===== src/rtl/fetch_pkg.sv =====
// Shared types and constants for the instruction fetch front end.
package fetch_pkg;

    localparam logic [31:0] NOP = 32'h0000_0013;

    typedef enum logic [0:0] {
        BOOT = 1'b0,
        RUN  = 1'b1
    } state_e;

    localparam logic [0:0] ST_BOOT = BOOT;
    localparam logic [0:0] ST_RUN  = RUN;

    typedef struct packed {
        logic [31:0] pc;
        logic [31:0] instr;
    } entry_t;

    function automatic int unsigned cnt_width(input int unsigned depth);
        return $clog2(depth + 1);
    endfunction

endpackage


===== src/rtl/fetch_fifo.sv =====
// Small shift-register FIFO; entry 0 is always the head, so the head output is a plain register.
module fetch_fifo
    import fetch_pkg::*;
#(
    parameter int unsigned DEPTH = 2,
    parameter int unsigned W     = 64,
    localparam int unsigned CW   = cnt_width(DEPTH)
) (
    input  logic          clk,
    input  logic          rst_n,
    input  logic          push_i,
    input  logic [W-1:0]  push_data_i,
    input  logic          pop_i,
    input  logic          flush_i,
    output logic [CW-1:0] count_o,
    output logic [W-1:0]  head_o
);

    localparam logic [CW-1:0] DEPTH_C = CW'(DEPTH);

    logic [W-1:0]  mem_q [DEPTH];
    logic [W-1:0]  mem_d [DEPTH];
    logic [CW-1:0] cnt_q;
    logic [CW-1:0] cnt_d;
    logic [CW-1:0] level;

    // Pop shifts first, then push writes at the post-pop level, so a full FIFO can push and pop together.
    always_comb begin
        mem_d = mem_q;
        cnt_d = cnt_q;
        level = cnt_q;
        if (flush_i) begin
            cnt_d = '0;
        end else begin
            if (pop_i && cnt_q != '0) begin
                for (int unsigned i = 0; i + 1 < DEPTH; i++) begin
                    mem_d[i] = mem_q[i + 1];
                end
                level = cnt_q - CW'(1);
            end
            if (push_i && level < DEPTH_C) begin
                for (int unsigned i = 0; i < DEPTH; i++) begin
                    if (level == CW'(i)) begin
                        mem_d[i] = push_data_i;
                    end
                end
                level = level + CW'(1);
            end
            cnt_d = level;
        end
    end

    always_ff @(posedge clk or negedge rst_n) begin
        if (!rst_n) begin
            mem_q <= '{default: '0};
            cnt_q <= '0;
        end else begin
            mem_q <= mem_d;
            cnt_q <= cnt_d;
        end
    end

    assign count_o = cnt_q;
    assign head_o  = mem_q[0];

endmodule


===== src/rtl/fetch_unit.sv =====
// Instruction fetch front end: credit-limited req/gnt issue, in-order response FIFO, redirect with discard.
module fetch_unit
    import fetch_pkg::*;
#(
    parameter logic [31:0] RESET_PC = 32'h0000_0000,
    parameter int unsigned DEPTH    = 2
) (
    input  logic        clk,
    input  logic        rst_n,
    output logic        imem_req,
    output logic [31:0] imem_addr,
    input  logic        imem_gnt,
    input  logic        imem_rvalid,
    input  logic [31:0] imem_rdata,
    input  logic        redirect,
    input  logic [31:0] redirect_pc,
    input  logic        instr_ready,
    output logic        instr_valid,
    output logic [31:0] instr,
    output logic [31:0] instr_pc
);

    localparam int unsigned CW      = cnt_width(DEPTH);
    localparam logic [CW:0] DEPTH_W = (CW + 1)'(DEPTH);

    logic [0:0]    state_q, state_d;
    logic [31:0]   fpc_q, fpc_d;
    logic          stale_q, stale_d;
    logic [31:0]   stale_addr_q, stale_addr_d;
    logic [CW-1:0] inflight_q, inflight_d;
    logic [CW-1:0] discard_q, discard_d;

    logic          run;
    logic          redir;
    logic          gnt_acc;
    logic          pending;
    logic          rsp_acc;
    logic          push;
    logic          pop;
    logic          credit_ok;
    logic [CW-1:0] fifo_count;
    logic [CW-1:0] tag_count;
    logic [63:0]   fifo_head_raw;
    logic [31:0]   tag_pc;
    entry_t        head;
    entry_t        push_entry;

    assign run       = (state_q == ST_RUN);
    assign redir     = run && redirect;
    assign credit_ok = ({1'b0, inflight_q} + {1'b0, fifo_count}) < DEPTH_W;

    assign imem_req  = run && (stale_q || credit_ok);
    assign imem_addr = stale_q ? stale_addr_q : fpc_q;

    assign gnt_acc = imem_req && imem_gnt;
    assign pending = imem_req && !imem_gnt;
    assign rsp_acc = imem_rvalid && (tag_count != '0);
    assign push    = rsp_acc && (discard_q == '0) && !redir;
    assign pop     = instr_valid && instr_ready;

    assign push_entry = '{pc: tag_pc, instr: imem_rdata};
    assign head       = fifo_head_raw;

    assign instr_valid = (fifo_count != '0);
    assign instr       = instr_valid ? head.instr : NOP;
    assign instr_pc    = instr_valid ? head.pc : fpc_q;

    // A request still pending at redirect keeps its old address until granted;
    // fpc already holds the target, so that grant must not advance it.
    always_comb begin
        state_d      = (state_q == ST_BOOT) ? ST_RUN : state_q;
        fpc_d        = fpc_q;
        stale_d      = stale_q;
        stale_addr_d = stale_addr_q;
        if (redir) begin
            fpc_d = redirect_pc & 32'hFFFF_FFFC;
            if (pending) begin
                stale_d      = 1'b1;
                stale_addr_d = imem_addr;
            end else begin
                stale_d = 1'b0;
            end
        end else if (gnt_acc) begin
            if (stale_q) begin
                stale_d = 1'b0;
            end else begin
                fpc_d = fpc_q + 32'd4;
            end
        end
    end

    always_comb begin
        inflight_d = inflight_q;
        if (gnt_acc && !rsp_acc) begin
            inflight_d = inflight_q + CW'(1);
        end else if (!gnt_acc && rsp_acc) begin
            inflight_d = inflight_q - CW'(1);
        end
    end

    // Every request outstanding after a redirect (granted or still pending) is old-stream.
    always_comb begin
        discard_d = discard_q;
        if (redir) begin
            discard_d = inflight_d + (pending ? CW'(1) : CW'(0));
        end else if (rsp_acc && discard_q != '0) begin
            discard_d = discard_q - CW'(1);
        end
    end

    always_ff @(posedge clk or negedge rst_n) begin
        if (!rst_n) begin
            state_q      <= ST_BOOT;
            fpc_q        <= RESET_PC;
            stale_q      <= 1'b0;
            stale_addr_q <= RESET_PC;
            inflight_q   <= '0;
            discard_q    <= '0;
        end else begin
            state_q      <= state_d;
            fpc_q        <= fpc_d;
            stale_q      <= stale_d;
            stale_addr_q <= stale_addr_d;
            inflight_q   <= inflight_d;
            discard_q    <= discard_d;
        end
    end

    fetch_fifo #(
        .DEPTH (DEPTH),
        .W     (64)
    ) u_instr_fifo (
        .clk         (clk),
        .rst_n       (rst_n),
        .push_i      (push),
        .push_data_i (push_entry),
        .pop_i       (pop),
        .flush_i     (redir),
        .count_o     (fifo_count),
        .head_o      (fifo_head_raw)
    );

    fetch_fifo #(
        .DEPTH (DEPTH),
        .W     (32)
    ) u_tag_fifo (
        .clk         (clk),
        .rst_n       (rst_n),
        .push_i      (gnt_acc),
        .push_data_i (imem_addr),
        .pop_i       (rsp_acc),
        .flush_i     (1'b0),
        .count_o     (tag_count),
        .head_o      (tag_pc)
    );

endmodule


===== config.mk =====
export PLATFORM = sky130hd
export DESIGN_NAME = fetch_unit
export DESIGN_NICKNAME = d
export VERILOG_FILES = /design/src/rtl/fetch_pkg.sv /design/src/rtl/fetch_fifo.sv /design/src/rtl/fetch_unit.sv
export SDC_FILE = /design/constraint.sdc
export NUM_CORES = 1
export LEC_CHECK = 0
export CAP_MARGIN = 15
export CORE_ASPECT_RATIO = 1.1
export CORE_MARGIN = 2
export CORE_UTILIZATION = 35
export CTS_BUF_LIST = sky130_fd_sc_hd__clkbuf_16
export CTS_CLUSTER_DIAMETER = 40
export DETAILED_ROUTE_END_ITERATION = 7
export PLACE_DENSITY = 0.63
export SETUP_SLACK_MARGIN = 0.5
export SKIP_CTS_REPAIR_TIMING = 1
export SYNTH_ARGS = -nofsm -noshare
export SYNTH_HDL_FRONTEND = slang
export SYNTH_HIERARCHICAL = 1
export SYNTH_SLANG_ARGS = --single-unit

===== constraint.sdc =====
create_clock -name clk -period 3.1 [get_ports clk]
set_input_delay 0.775 -clock clk [delete_from_list [all_inputs] [get_ports clk]]
set_output_delay 0.775 -clock clk [all_outputs]
set_load 0.02 [all_outputs]

==> impl_metrics.env, run 1 <==
export IMPL_finalMaxSlewViolations=0
export IMPL_total_cts_buffers=42
export IMPL_clk_insertion_delay_late_ns=0.54
export IMPL_cts_buffer_depth=3
export IMPL_timing_hold_worst_class="input port to async pin"
export IMPL_place_port_buffers=165
export IMPL_finalWorstSetupSlack_ns=0.252
export IMPL_drive_above_1_share_pct=42.7
export IMPL_vias_in_the_first_global_route=8990
export IMPL_postSynth_asyncResetShare_pct=100
export IMPL_skew_ns=0.0247
export IMPL_antenna_found_initial=1
export IMPL_worstPathRequired_ns=2.32
export IMPL_cts_tree="yes"
export IMPL_finalSetupViolCount=0
export IMPL_drv_cap=0
export IMPL_clock_fmax_mhz=351
export IMPL_synth_ff_type="dfrtp_1"
export IMPL_netlist_cell_type_count=46
export IMPL_postLayoutCoreUtil_pct=48.3
export IMPL_synth_register_bits=264
export IMPL_tightest_slew_ns=0.549
export IMPL_synthesis_area_um2=13100
export IMPL_timing_reg2reg_worst_path_depth=12
export IMPL_cells_after_synthesis=1087
export IMPL_design_core_area_um2=36900
export IMPL_drt_initial_drc_count=481
export IMPL_routed_wl_um=37100
export IMPL_per_instance_average_area_after_synthesis_um2=12.0
export IMPL_grt_first_pass_wirelength_um=51800
export IMPL_yosysSeqAreaShare_pct=50.6
export IMPL_die_x_um=188
export IMPL_worst_r2r_setup_slack_ns=0.46
export IMPL_areaGrowthSynthToFinish_pct=36.5
export IMPL_synth_warnings=6
export IMPL_total_vias_in_the_final_route=8992
export IMPL_grt_max_degree=76
export IMPL_global_route_overflow_total=0
export IMPL_run_status="finished clean"
export IMPL_clk_pin_slew_worst_paths_ns=0.05
export IMPL_worst_endpoint_arrival_ns=2.07
export IMPL_finish_net_count=1336
export IMPL_critPathLaunchType="register"
export IMPL_floorplan_die_area_um2=38900
export IMPL_fp_row_count=74
export IMPL_cts_root_buffer_cell="clkbuf_16"
export IMPL_initial_utilization_pct=35.4
export IMPL_final_period_utilization_pct=91.9
export IMPL_fin_worst_hold_slack_ns=0.171
export IMPL_synth_enable_flop_cells=0
export IMPL_path_max_fanout=3
export IMPL_drc=0
export IMPL_ir_worst_vdd_mv=0.510
export IMPL_n_antenna_cell=0
export IMPL_end_of_the_worst_register_to_register_path="u_instr_fifo/head_o[13]$_DFFE_PN0N_"
export IMPL_grtUsageTotal_pct=17.0
export IMPL_total_leakage_power_nw=8.25
export IMPL_viasPerCell=5.04
export IMPL_first_pass_iters=5
export IMPL_die_height_um=207
export IMPL_worstReg2RegStart="u_instr_fifo/count_o[0]$_DFF_PN0_"
export IMPL_cts_htree_levels=2
export IMPL_final_common_cell="dfrtp_1"
export IMPL_most_common_layout_cells="dfrtp_1 (261), mux2_2 (121), a221o_1 (96)"
export IMPL_cellPowerDensity_nw_per_um2=878
export IMPL_timing_hold_violations_final=0
export IMPL_category_of_the_most_critical_setup_path="register to output port"
export IMPL_unrepaired_setup_endpoints_after_global_routing="yes"
export IMPL_slew_headroom_pct=63.2
export IMPL_detailed_place_hpwl_um=20900
export IMPL_number_of_filler_instances_in_the_final_layout=3234
export IMPL_final_antenna_net_count=0
export IMPL_final_min_clock_period_ns=2.85
export IMPL_cp_end_kind="output port"
export IMPL_tritoncts_num_sinks=264
export IMPL_pin_count=168
export IMPL_pre_cts_slack_ns=-0.219
export IMPL_finalWeightedCongestion=0.769
export IMPL_route_detailed_wl_per_inst_um=20.8
## power breakdown
| part | internal (W) | total [W] | switching [W] |
|---|---|---|---|
| Sequential | 0.00457 | 0.00531 | 0.000732 |
| Combinational | 0.00311 | 0.00564 | 0.00253 |
| Clock | 0.00291 | 0.00471 | 0.00180 |
## metrics by stage
stage	cells	total power [W]	setup TNS, ns	area [um^2]
after floorplan	1092	0.00861	0	13300
after global routing	1783	0.0164	0	17800
after global placement	1642	0.00981	-10.95	15000
final	1783	0.0157	0	17800
after CTS	1719	0.0147	-7.30	16500
after detailed placement	1642	0.00994	-19.69	15000
## registers in the layout, indices dropped and copies added (netlist names)
register	flops
discard_q	2
fpc_q	30
inflight_q	2
run	1
stale_addr_q	32
stale_q	1
u_instr_fifo/count_o	2
u_instr_fifo/head_o	64
u_instr_fifo/mem_q	64
u_tag_fifo/count_o	2
u_tag_fifo/head_o	32
u_tag_fifo/mem_q	32
## critical path: stages, from the launching register on
cell	delay, ns
dfrtp_1	0.37
inv_1	0.09
fa_1	0.60
a21oi_2	0.09
nor2b_2	0.23
buf_6	0.16
## layer usage
metal  part of all wire [%]  track usage, %
met5                  0.035               0
met3                    5.1            3.58
met1                     44            22.6
met2                     48            27.9
met4                    2.8            4.98
## cell usage after synthesis, types with 9 or more instances
cell type | n | share of area, %
nand3_1 | 11 | 0.42
o21ai_0 | 34 | 1.3
buf_4 | 97 | 5.6
xnor2_1 | 22 | 1.5
buf_2 | 12 | 0.46
mux2_2 | 159 | 14
xor2_1 | 10 | 0.67
ha_1 | 9 | 0.86
inv_1 | 17 | 0.49
clkbuf_1 | 32 | 0.92
buf_6 | 11 | 0.95
nand2b_1 | 10 | 0.48
nand2_1 | 59 | 1.7
and2_1 | 131 | 6.3
dfrtp_1 | 264 | 51
nand4_1 | 11 | 0.53
a221o_1 | 96 | 7.4
nor2_1 | 13 | 0.37
mux2_1 | 20 | 1.7
## logic make-up (layout without fill, tap and decap cells)
| logic type | count (synthesis) | after routing | share of synthesized area [%] |
|---|---|---|---|
| and+or+nand+nor | 270 | 271 | 11.9 |
| DFF | 264 | 264 | 50.6 |
| xor gates and xnor gates | 33 | 33 | 2.32 |
| buffers and inverters | 177 | 373 | 8.62 |
| AOI/OAI and AO/OA | 146 | 146 | 9.50 |
| other | 2 | 7 | 0.0575 |
| adders and majority gates | 10 | 10 | 1.02 |
| muxes | 185 | 185 | 16.0 |
## final cells by class
cell class                      instances  area, um^2  share of cell area [%]
Sequential cell                       264        6610                    37.1
Multi-Input combinational cell        652        5890                    33.0
Timing Repair Buffer                  279        3230                    18.1
Clock buffer                           43        1080                    6.03
Tap cell                              494         618                    3.46
Clock inverter                         34         349                    1.96
Inverter                               17        63.8                   0.358
## how the worst max path moves through the flow
stage | start | endpoint | slack, ns | cells after the start
final | inflight_q[1]$_DFF_PN0_ | imem_req | 0.25 | 5
after global routing | u_instr_fifo/count_o[1]$_DFF_PN0_ | imem_req | 0.20 | 5
after CTS | u_instr_fifo/count_o[0]$_DFF_PN0_ | imem_req | -0.38 | 5
after detailed placement | imem_rvalid | u_tag_fifo/head_o[0]$_DFFE_PN0N_ | -0.22 | 12
after global placement | imem_rvalid | u_tag_fifo/head_o[8]$_DFFE_PN0N_ | -0.14 | 12
after floorplan | u_instr_fifo/count_o[0]$_DFF_PN0_ | u_instr_fifo/mem_q[23]$_DFFE_PN0P_ | 0.43 | 13
No activity file was read; power rests on OpenSTA's default activity.
==> inputs of run 2 (changes only) <==
- CELL_PAD_IN_SITES_DETAIL_PLACEMENT: not set -> 0
- CELL_PAD_IN_SITES_GLOBAL_PLACEMENT: not set -> 1
- CORE_UTILIZATION: 35 -> 41
- PLACE_DENSITY: 0.63 -> 0.83
- clock period: 3.1 -> 2.5 ns (I/O delays scaled with it)
==> run 2 against run 1 <==
Sequential share of layout area decreased by 2.0 points. Flip-flop and latch count unchanged. Clock skew decreased by 0.0096 ns. The flow now finishes with violations (setup timing). Final area increased by 5.8%. Worst hold slack got worse by 0.085 ns. Non-clock buffer count increased by 62. Utilization increased by 12 points. Largest power group unchanged. Largest cell class unchanged. Worst setup slack got worse by 0.41 ns. Count of clock-buffer cells in the layout decreased by 4. Critical path depth unchanged. Clock power increased by 20%.
==> impl_metrics.env, run 2 (synthesis results as in run 1) <==
export IMPL_worstReg2RegStart="u_instr_fifo/count_o[1]$_DFF_PN0_"
export IMPL_cellPowerDensity_nw_per_um2=1060
export IMPL_final_common_cell="dfrtp_1"
export IMPL_drc=0
export IMPL_finalMaxSlewViolations=0
export IMPL_detailed_place_hpwl_um=21600
export IMPL_floorplan_die_area_um2=33300
export IMPL_cp_end_kind="output port"
export IMPL_category_of_the_most_critical_setup_path="register to output port"
export IMPL_run_status="finished with violations"
export IMPL_routed_wl_um=40100
export IMPL_grt_max_degree=75
export IMPL_tritoncts_num_sinks=264
export IMPL_grtUsageTotal_pct=19.8
export IMPL_worst_endpoint_arrival_ns=2.03
export IMPL_seq_power_share_pct=33.4
export IMPL_clk_pin_slew_worst_paths_ns=0.05
export IMPL_tightest_slew_ns=0.674
export IMPL_final_min_clock_period_ns=2.66
export IMPL_ir_worst_vdd_mv=0.566
export IMPL_timing_hold_worst_class="input port to async pin"
export IMPL_total_cts_buffers=37
export IMPL_first_pass_iters=5
export IMPL_internal_power_w=0.0136
export IMPL_vias_in_the_first_global_route=9346
export IMPL_clock_fmax_mhz=376
export IMPL_most_common_layout_cells="dfrtp_1 (262), mux2_4 (122), buf_4 (102)"
export IMPL_timing_reg2reg_worst_path_depth=11
export IMPL_n_antenna_cell=0
export IMPL_grt_first_pass_wirelength_um=52300
export IMPL_violations_in_the_final_reports="setup timing"
export IMPL_final_period_utilization_pct=106
export IMPL_antenna_found_initial=0
export IMPL_final_antenna_net_count=0
export IMPL_swShare_pct=32.0
export IMPL_finalWeightedCongestion=0.797
export IMPL_design_core_area_um2=31400
export IMPL_worstPathRequired_ns=1.88
export IMPL_cts_tree="yes"
export IMPL_areaGrowthSynthToFinish_pct=44.4
export IMPL_total_leakage_power_nw=8.74
export IMPL_cts_htree_levels=2
export IMPL_path_max_fanout=4
export IMPL_end_of_the_worst_register_to_register_path="u_tag_fifo/head_o[24]$_DFFE_PN0N_"
export IMPL_timing_hold_violations_final=0
export IMPL_power_net_switching_w=0.00640
export IMPL_unrepaired_setup_endpoints_after_global_routing="yes"
export IMPL_finalWorstSetupSlack_ns=-0.157
export IMPL_drv_cap=0
export IMPL_initial_utilization_pct=41.6
export IMPL_finish_net_count=1392
export IMPL_power_combinational_fraction_pct=38.4
export IMPL_place_port_buffers=165
export IMPL_die_x_um=174
export IMPL_slew_headroom_pct=55.1
export IMPL_critPathLaunchType="register"
export IMPL_total_vias_in_the_final_route=9573
export IMPL_cts_buffer_depth=3
export IMPL_drive_above_1_share_pct=49.6
export IMPL_die_height_um=191
export IMPL_clk_insertion_delay_late_ns=0.52
export IMPL_dp_cells=1607
export IMPL_worst_r2r_setup_slack_ns=-0.13
export IMPL_cts_root_buffer_cell="clkbuf_16"
export IMPL_global_route_overflow_total=0
export IMPL_finalSetupViolCount=220
export IMPL_drt_initial_drc_count=640
export IMPL_fin_worst_hold_slack_ns=0.0859
export IMPL_pin_count=168
export IMPL_finalNonFillerCells=1758
export IMPL_clkPwrFrac_pct=28.2
export IMPL_route_detailed_wl_per_inst_um=22.8
export IMPL_skew_ns=0.0151
export IMPL_fp_row_count=68
export IMPL_viasPerCell=5.45
-- run 2: cell types whose count changed in the layout (fill, tap and decap cells not counted), moves of 10 or more --
cell,previous run,this run
and2_1,70,52
and2_4,61,79
buf_2,2,14
buf_4,65,102
mux2_2,121,57
mux2_4,52,122
nand2_1,57,47
o21ai_0,25,15
-- run 2: final cells by class --
cell class              instances  area (um^2)
clock inverters                26          343
fillers                      2333        12500
inverters                      17         63.8
well taps                     420          526
multi-input cells             651         6490
clock buffers                  39          976
repair buffers                341         3860
flip-flops and latches        264         6610
-- run 2: stage by stage --
stage | area (um^2) | total power (W) | setup WS, ns | TNS [ns] | utilization [%]
2_1_floorplan | 13700 | 0.0111 | -0.167 | -19.30 | -
3_3_place_gp | 15700 | 0.0127 | -0.468 | -75.73 | 50.0
6_report | 18900 | 0.0200 | -0.157 | -13.85 | 60.1
5_1_grt | 18900 | 0.0208 | -0.195 | -30.14 | 60.1
3_5_place_dp | 15700 | 0.0129 | -0.557 | -86.13 | 50.0
4_1_cts | 17000 | 0.0186 | -0.706 | -62.95 | 54.2
-- run 2: power by group through the flow --
| stage | Clock [W] | Combinational [W] | Sequential, W |
|---|---|---|---|
| floorplan | 0 | 0.00487 | 0.00627 |
| global placement | 0 | 0.00616 | 0.00651 |
| detailed placement | 0 | 0.00629 | 0.00657 |
| CTS | 0.00569 | 0.00634 | 0.00654 |
| global route | 0.00591 | 0.00809 | 0.00684 |
| finish | 0.00564 | 0.00768 | 0.00668 |
-- run 2: layer usage --
layer  GRT usage (%)  wire (um)
met4            5.88       1500
met1            25.7      16600
met5               0          0
met2            33.9      20100
met3            3.62       1880
-- run 2: worst max-delay path by stage --
stage	cells past startpoint	slack, ns	endpoint	startpoint
after floorplan	13	-0.17	u_instr_fifo/mem_q[23]$_DFFE_PN0P_	u_instr_fifo/count_o[0]$_DFF_PN0_
after global placement	11	-0.47	u_instr_fifo/head_o[45]$_DFFE_PN0N_	instr_ready
after detailed placement	11	-0.56	u_instr_fifo/head_o[57]$_DFFE_PN0N_	instr_ready
after CTS	5	-0.71	imem_req	u_instr_fifo/count_o[0]$_DFF_PN0_
after global routing	12	-0.19	u_instr_fifo/head_o[3]$_DFFE_PN0N_	u_instr_fifo/count_o[0]$_DFF_PN0_
final	5	-0.16	imem_req	u_instr_fifo/count_o[1]$_DFF_PN0_
-- run 2: critical path, stage by stage (launching register included) --
cell and delay [ns]:
dfrtp_1 0.44, inv_2 0.07, fa_2 0.61, a21oi_4 0.09, nor2b_4 0.17, buf_6 0.14
